--- src/rtl/multicycle_control.sv ---
// rtl/multicycle_control.sv - main control FSM of the multi-cycle RV32I core
// Sequences fetch/decode/execute/memory/writeback over the shared ALU and memory port.
module multicycle_control #(
  parameter int RESET_STATE_FETCH = 1
) (
  input  logic       clk,
  input  logic       rst,
  input  logic [6:0] opcode,
  input  logic [2:0] funct3,
  input  logic       alu_zero,
  input  logic       mem_ready,
  output logic       mem_req,
  output logic       mem_we,
  output logic       iord,
  output logic       ir_write,
  output logic       pc_write,
  output logic       pc_src,
  output logic [1:0] alu_src_a,
  output logic [1:0] alu_src_b,
  output logic [1:0] alu_op,
  output logic       funct7_en,
  output logic       reg_write,
  output logic [1:0] wb_sel,
  output logic       retire,
  output logic       halted
);

  typedef enum logic [3:0] {
    FETCH, DECODE, EXEC_ALU, MEM_ADDR, MEM_READ, MEM_WB,
    MEM_WRITE, ALU_WB, BRANCH, JAL, HALT
  } state_t;

  localparam logic [6:0] OP_R      = 7'b0110011;
  localparam logic [6:0] OP_I      = 7'b0010011;
  localparam logic [6:0] OP_LOAD   = 7'b0000011;
  localparam logic [6:0] OP_STORE  = 7'b0100011;
  localparam logic [6:0] OP_BRANCH = 7'b1100011;
  localparam logic [6:0] OP_JAL    = 7'b1101111;
  localparam logic [6:0] OP_LUI    = 7'b0110111;

  // Only FETCH is a legal reset state; other values elaborate nothing extra.
  if (RESET_STATE_FETCH != 1) begin : g_unsupported_reset_state
  end

  state_t state_q, state_d;

  always_comb begin
    state_d = state_q;
    case (state_q)
      FETCH:     if (mem_ready) state_d = DECODE;
      DECODE: begin
        case (opcode)
          OP_R, OP_I, OP_LUI:  state_d = EXEC_ALU;
          OP_LOAD, OP_STORE:   state_d = MEM_ADDR;
          OP_BRANCH:           state_d = BRANCH;
          OP_JAL:              state_d = JAL;
          default:             state_d = HALT;
        endcase
      end
      EXEC_ALU:  state_d = ALU_WB;
      ALU_WB:    state_d = FETCH;
      MEM_ADDR:  state_d = (opcode == OP_STORE) ? MEM_WRITE : MEM_READ;
      MEM_READ:  if (mem_ready) state_d = MEM_WB;
      MEM_WB:    state_d = FETCH;
      MEM_WRITE: if (mem_ready) state_d = FETCH;
      BRANCH:    state_d = FETCH;
      JAL:       state_d = FETCH;
      HALT:      state_d = HALT;
      default:   state_d = FETCH;
    endcase
  end

  always_ff @(posedge clk) begin
    if (rst) begin
      state_q <= FETCH;
    end else begin
      state_q <= state_d;
    end
  end

  always_comb begin
    mem_req   = 1'b0;
    mem_we    = 1'b0;
    iord      = 1'b0;
    ir_write  = 1'b0;
    pc_write  = 1'b0;
    pc_src    = 1'b0;
    alu_src_a = 2'b00;
    alu_src_b = 2'b00;
    alu_op    = 2'b00;
    funct7_en = 1'b0;
    reg_write = 1'b0;
    wb_sel    = 2'b00;
    retire    = 1'b0;
    halted    = 1'b0;
    case (state_q)
      FETCH: begin
        mem_req   = 1'b1;
        alu_src_b = 2'b10;
        ir_write  = mem_ready;
        pc_write  = mem_ready;
      end
      DECODE: begin
        alu_src_a = 2'b10;
        alu_src_b = 2'b01;
      end
      EXEC_ALU: begin
        if (opcode == OP_LUI) begin
          alu_src_b = 2'b01;
          alu_op    = 2'b11;
        end else if (opcode == OP_R) begin
          alu_src_a = 2'b01;
          alu_op    = 2'b10;
          funct7_en = 1'b1;
        end else begin
          // funct7[5] only selects SRA vs SRL among the immediate ops.
          alu_src_a = 2'b01;
          alu_src_b = 2'b01;
          alu_op    = 2'b10;
          funct7_en = (funct3 == 3'b101);
        end
      end
      MEM_ADDR: begin
        alu_src_a = 2'b01;
        alu_src_b = 2'b01;
      end
      MEM_READ: begin
        mem_req = 1'b1;
        iord    = 1'b1;
      end
      MEM_WB: begin
        reg_write = 1'b1;
        wb_sel    = 2'b01;
        retire    = 1'b1;
      end
      MEM_WRITE: begin
        mem_req = 1'b1;
        mem_we  = 1'b1;
        iord    = 1'b1;
        retire  = mem_ready;
      end
      ALU_WB: begin
        reg_write = 1'b1;
        retire    = 1'b1;
      end
      BRANCH: begin
        alu_src_a = 2'b01;
        alu_op    = 2'b01;
        pc_src    = 1'b1;
        pc_write  = alu_zero ^ funct3[0];
        retire    = 1'b1;
      end
      JAL: begin
        reg_write = 1'b1;
        wb_sel    = 2'b10;
        pc_write  = 1'b1;
        pc_src    = 1'b1;
        retire    = 1'b1;
      end
      HALT:    halted = 1'b1;
      default: ;
    endcase
    if (rst) begin
      ir_write  = 1'b0;
      pc_write  = 1'b0;
      reg_write = 1'b0;
      mem_we    = 1'b0;
      retire    = 1'b0;
    end
  end

endmodule
--- config.mk ---
export PLATFORM = sky130hd
export DESIGN_NAME = multicycle_control
export DESIGN_NICKNAME = d
export VERILOG_FILES = /design/src/rtl/multicycle_control.sv
export SDC_FILE = /design/constraint.sdc
export NUM_CORES = 1
export LEC_CHECK = 0
export BUFFER_PORTS_ARGS = -buffer_cell sky130_fd_sc_hd__clkbuf_2
export CAP_MARGIN = 30
export CORE_AREA = 8 8 45 47
export DETAILED_ROUTE_END_ITERATION = 7
export DIE_AREA = 0 0 53 55
export PLACE_DENSITY = 0.8
export SLEW_MARGIN = 20
export SYNTH_ARGS = -nofsm -noshare
export SYNTH_HDL_FRONTEND = slang
export SYNTH_SLANG_ARGS = --single-unit
--- constraint.sdc ---
create_clock -name clk -period 3.4 [get_ports clk]
set_input_delay 0 -clock clk [delete_from_list [all_inputs] [get_ports clk]]
set_output_delay 0 -clock clk [all_outputs]
set_load 0.02 [all_outputs]
== After elaboration in Yosys (flattened, before gate mapping) ==
Index checks and enable logic that the tools add are counted.

* Multiply operators: 0
* Div/mod/pow operators: 0
* Add/sub/neg operators: 0
* Shift-type cells: 0
* $lt $le $gt $ge: 0
* Muxes and demuxes: 31
* Eq/ne operators: 21
* Reduce and logical (&&, ||, !) cells: 11
* Bitwise gates (word level): 1

{| class="wikitable"
|+ Operator list
! operator !! number
|-
| 4-bit one-hot mux with 7 select lines || 1
|-
| 7-bit by 6-bit equality test with 1-bit output (second input constant) || 3
|-
| 1-bit two-way mux || 19
|-
| 4-bit by 3-bit equality test with 1-bit output (second input constant) || 4
|-
| 4-bit one-hot mux with 4 select lines || 1
|-
| 7-bit equality test (second input constant) || 2
|-
| 4-bit equality test (second input constant) || 3
|-
| 4-bit two-way mux || 3
|-
| 2-bit one-hot mux with 3 select lines || 2
|-
| 2-bit OR reduction || 5
|-
| 3-bit OR reduction || 3
|-
| 4-bit by 2-bit equality test with 1-bit output (second input constant) || 2
|-
| 2-bit one-hot mux with 2 select lines || 2
|-
| 7-bit by 2-bit equality test with 1-bit output (second input constant) || 1
|-
| 7-bit by 5-bit equality test with 1-bit output (second input constant) || 1
|-
| 2-bit inequality test (second input constant) || 3
|-
| 4-bit by 1-bit equality test with 1-bit output (second input constant) || 1
|-
| 4-bit logical NOT || 1
|-
| 4-bit OR reduction || 1
|-
| 3-bit equality test (second input constant) || 1
|-
| 1-bit one-hot mux with 3 select lines || 1
|-
| 3-bit AND reduction || 1
|-
| 2-bit two-way mux || 1
|-
| 1-bit one-hot mux with 2 select lines || 1
|-
| 1-bit XOR || 1
|}

* Memory bits (writable): 0
* Output and inout port bits: 18
* Bits in read-only memories: 0
* Word-level logic and storage cells: 65
* Latch bits: 0
* Input bits: 14
* Memories: 0
* Bits in registers: 4

== Depth between registers and ports, before layout ==
* Depth in word-level cells: 4
* Depth in mapped cells: 5
* Mapped depth without buffers: 4

== Worst setup path before layout ==
OpenSTA, ideal clock, no wires.

* Path kind: register -> register
* From: reg state_q[1]
* To: reg state_q[3]
* Stages on the path, launching flop included: 6
* Data arrival time: 1.340 ns
* Setup slack: 1.994 ns
* Library setup time: 0.066 ns
* Path buffers: 1
* Clock period less this slack: 1.406 ns
* Required time: 3.334 ns
* Cells stage by stage: dfxtp_1 > buf_2 > nand2b_1 > nor3b_1 > a31oi_1 > nor2_1

* Longest elaborated chain between the ends: 3
* Elaborated cells between the ends (all ways): 12
* Those cells by class: eq/ne: 9; mux: 1; reduce/logical: 2

{| class="wikitable"
|+ Ends and longest elaborated chain
! element !! line !! text
|-
| from (decl) || 45 || <nowiki>state_t state_q, state_d;</nowiki>
|-
| from (signal assigned) || 77 || <nowiki>state_q <= state_d;</nowiki>
|-
| 4-bit by 3-bit equality test with 1-bit output / 4-bit logical NOT (equally long branches) || 49 || <nowiki>case (state_q)</nowiki>
|-
| 2-bit inequality test (no line) || -- ||
|-
| 3-bit AND reduction (no line) || -- ||
|}

Parallel ways exist; a longest one is shown, timed or not.
A chain may end at the register's enable or synchronous reset.

== Worst setup path after layout ==
* From: reg state_q[3]
* To: out pc_write

* Longest elaborated chain between the ends: 3
* Elaborated cells between the ends (all ways): 5
* Those cells by class: eq/ne: 2; mux: 2; reduce/logical: 1

{| class="wikitable"
|+ Ends and longest elaborated chain
! element !! line !! text
|-
| 4-bit equality test / 4-bit logical NOT (equally long branches) || 96 || <nowiki>case (state_q)</nowiki>
|-
| 1-bit one-hot mux with 3 select lines (*) || 96 ||
|-
| 1-bit two-way mux (*) || 163 || <nowiki>if (rst) begin</nowiki>
|-
| to (decl) || 16 || <nowiki>output logic pc_write,</nowiki>
|}

Every way passes the cells marked *; elsewhere a longest branch is shown, timed or not.

==> impl_metrics.yaml <==
status:
  run_status: "complete, no violations"
critical_path:
  cp.arrival_ns: 1.59
  worstPathMaxFanout: 12
  critPathKind: "reg -> out"
  r2r-start: "state_q[0]"
  required_ns: 3.40
  cp-end-kind: "output port"
  crit_path_start: "state_q[3]"
  start_kind: "register"
  reg2reg_setup_slack_ns: 2.12
timing:
  fin_worst_skew_ns: 0.005076
  slew_headroom_pct: 69.81
  fin_setup_tns_ns: 0
  fmax_mhz: 628.6
  worst_pin_slew_ns: 0.4523
  post-route-min-period_ns: 1.591
  rsz0062_at_grt: "no"
  slew_viol_final: 0
  whs_ns: 0.04512
  setup_viol: 0
  hold_viol: 0
  fin_crit_sh_pct: 46.79
clocking:
  cts_resized: 0
  htree_num_levels: 1
  cts_sinks: 4
  holdBufCountCts: 0
  clk_pin_slew_ns: 0.04
  cts_tree: "built"
  cts_made_buffers: 3
  cts_setup_buffers: 0
  clock_tree.buffer_depth: 2
  clock_latency_ns: 0.24
  clock-root-buffer: "clkbuf_4"
layout:
  antenna_cells: 0
  largest_reg_flops: 4
  drive_gt1_share_pct: 37.25
  nFillCells: 148
  reg_top3: "state_q (4)"
  nNetsFinal: 118
  regMostFlops: "state_q"
  multi_input_area_um2: 386.6
  regArea_um2: 80.08
  final_area_um2: 671.9
  area_growth_pct: 36.99
worst_hold_path:
  holdCritStartpoint: "rst"
  hold_path_class: "in -> reg"
logic_synthesis:
  async_flop_share_pct: 0
  yosysMostFrequentCell: "nand2b_1"
  synth_area_leaders: "dfxtp_1 (16%), nand2b_1 (13%), a21oi_1 (7.1%)"
  synth_area_per_cell_um2: 6.812
  seq_area_frac_synth_pct: 16.33
  synth_top_area_cell: "dfxtp_1"
  ys_ff_latch: 4
  syn-cell-area_um2: 490.5
  synth_top_area_share_pct: 16.33
  synth-edff-count: 0
  ys_types: 30
  synthFlopType: "dfxtp_1"
  synth_common_cells: "nand2b_1 (10), nor2_1 (9), a21oi_1 (7)"
  yosysWarningCount: 0
  syn-num-nets: 86
  syn_inst: 72
placed_design:
  hpwl_mm: 1.224
  gp_congestion: 0.8112
  dpl_cell_area_um2: 649.4
  port_buffers: 31
pwr:
  p_leak_nw: 0.3112
  p_per_area_mw_per_mm2: 588.7
  total_power_w: 0.0003955
  ir_drop_v: 0.0002219
global_route:
  antenna_found_initial: 0
  track_usage_pct: 9.721
  grt_max_degree: 17
  grt-ovfl-total: 0
  grt_pass1_vias: 557
  grt_first_pass_wirelength_mm: 2.304
die:
  io_pins: 32
  fp.dieH_um: 55
  fp-row-count: 14
  start_util_pct: 35.44
  die_area_mm2: 0.002915
  fp.coreArea_mm2: 0.001384
  die_w_um: 53
route:
  routed_wirelength_mm: 1.450
  vias: 628
  drt-initial-drc-count: 8
  dr.pass1.iters: 4
  wl_per_cell_um: 12.29
  viasPerCell: 5.322
  drcViolationCount: 0
  ant_nets: 0
flow_run:
  maxCapViolations: 0
[kinds of logic (layout without fill, tap and decap cells)]
family | after synthesis | count (layout) | share of synthesized area, %
AO/OA/AOI/OAI | 17 | 17 | 21.17
XOR/XNOR | 2 | 2 | 3.572
buffers and inverters | 6 | 36 | 4.846
flip-flops | 4 | 4 | 16.33
AND/OR/NAND/NOR | 43 | 43 | 54.08
[power breakdown]
part | switching [W] | total (W) | internal, W | leakage [nW]
clock network | 0.0000191 | 0.0000585 | 0.0000394 | 0.0138
registers | 0.0000300 | 0.0000887 | 0.0000588 | 0.0328
logic | 0.000149 | 0.000248 | 0.0000993 | 0.265
total | 0.000198 | 0.000396 | 0.000198 | 0.311
[worst max-delay path, stage by stage (launching register included)]
cell,delay [ns]
dfxtp_1,0.38
or2_4,0.30
or3_4,0.34
o32ai_1,0.11
clkbuf_2,0.21
[path summary, 6_finish.rpt]
| check | endpoint | cells after the start |
|---|---|---|
| worst max-delay path | pc_write | 4 |
| worst min-delay path | state_q[1] | 2 |
| worst max register to register | state_q[3] | 4 |
| worst min register to register | state_q[0] | 1 |
[layout by cell type, fill, tap and decap left out, drive strengths merged, types with 3 or more instances in the layout]
master	instances
nor3	3
nor2	9
dfxtp	4
nand3b	3
a21oi	8
nand2b	10
a31oi	3
nand2	3
nor2b	3
clkbuf	34
o21ai	3
[metal layers]
layer	track usage (%)	part of all wire, %	wire [um]
met1	12.90	46	673
met2	15.43	42	603
met3	1.337	11	157
met4	3.879	0.97	14
met5	0	0	0
[through the flow]
stage          worst slack (ns)  utilization (%)  cells
2_1_floorplan             1.994                -     72
3_3_place_gp              2.081            46.93    115
3_5_place_dp              2.055            46.93    115
4_1_cts                   1.807            48.55    118
5_1_grt                   1.732            48.55    118
6_report                  1.809            48.55    118
[final cells by class]
cell class | instances | area share (%)
Sequential cell | 4 | 11.92
Multi-Input combinational cell | 62 | 57.54
Timing Repair Buffer | 31 | 23.09
Clock buffer | 3 | 3.352
Inverter | 2 | 1.117
Tap cell | 16 | 2.980
Power figures use the tool's default switching activity.
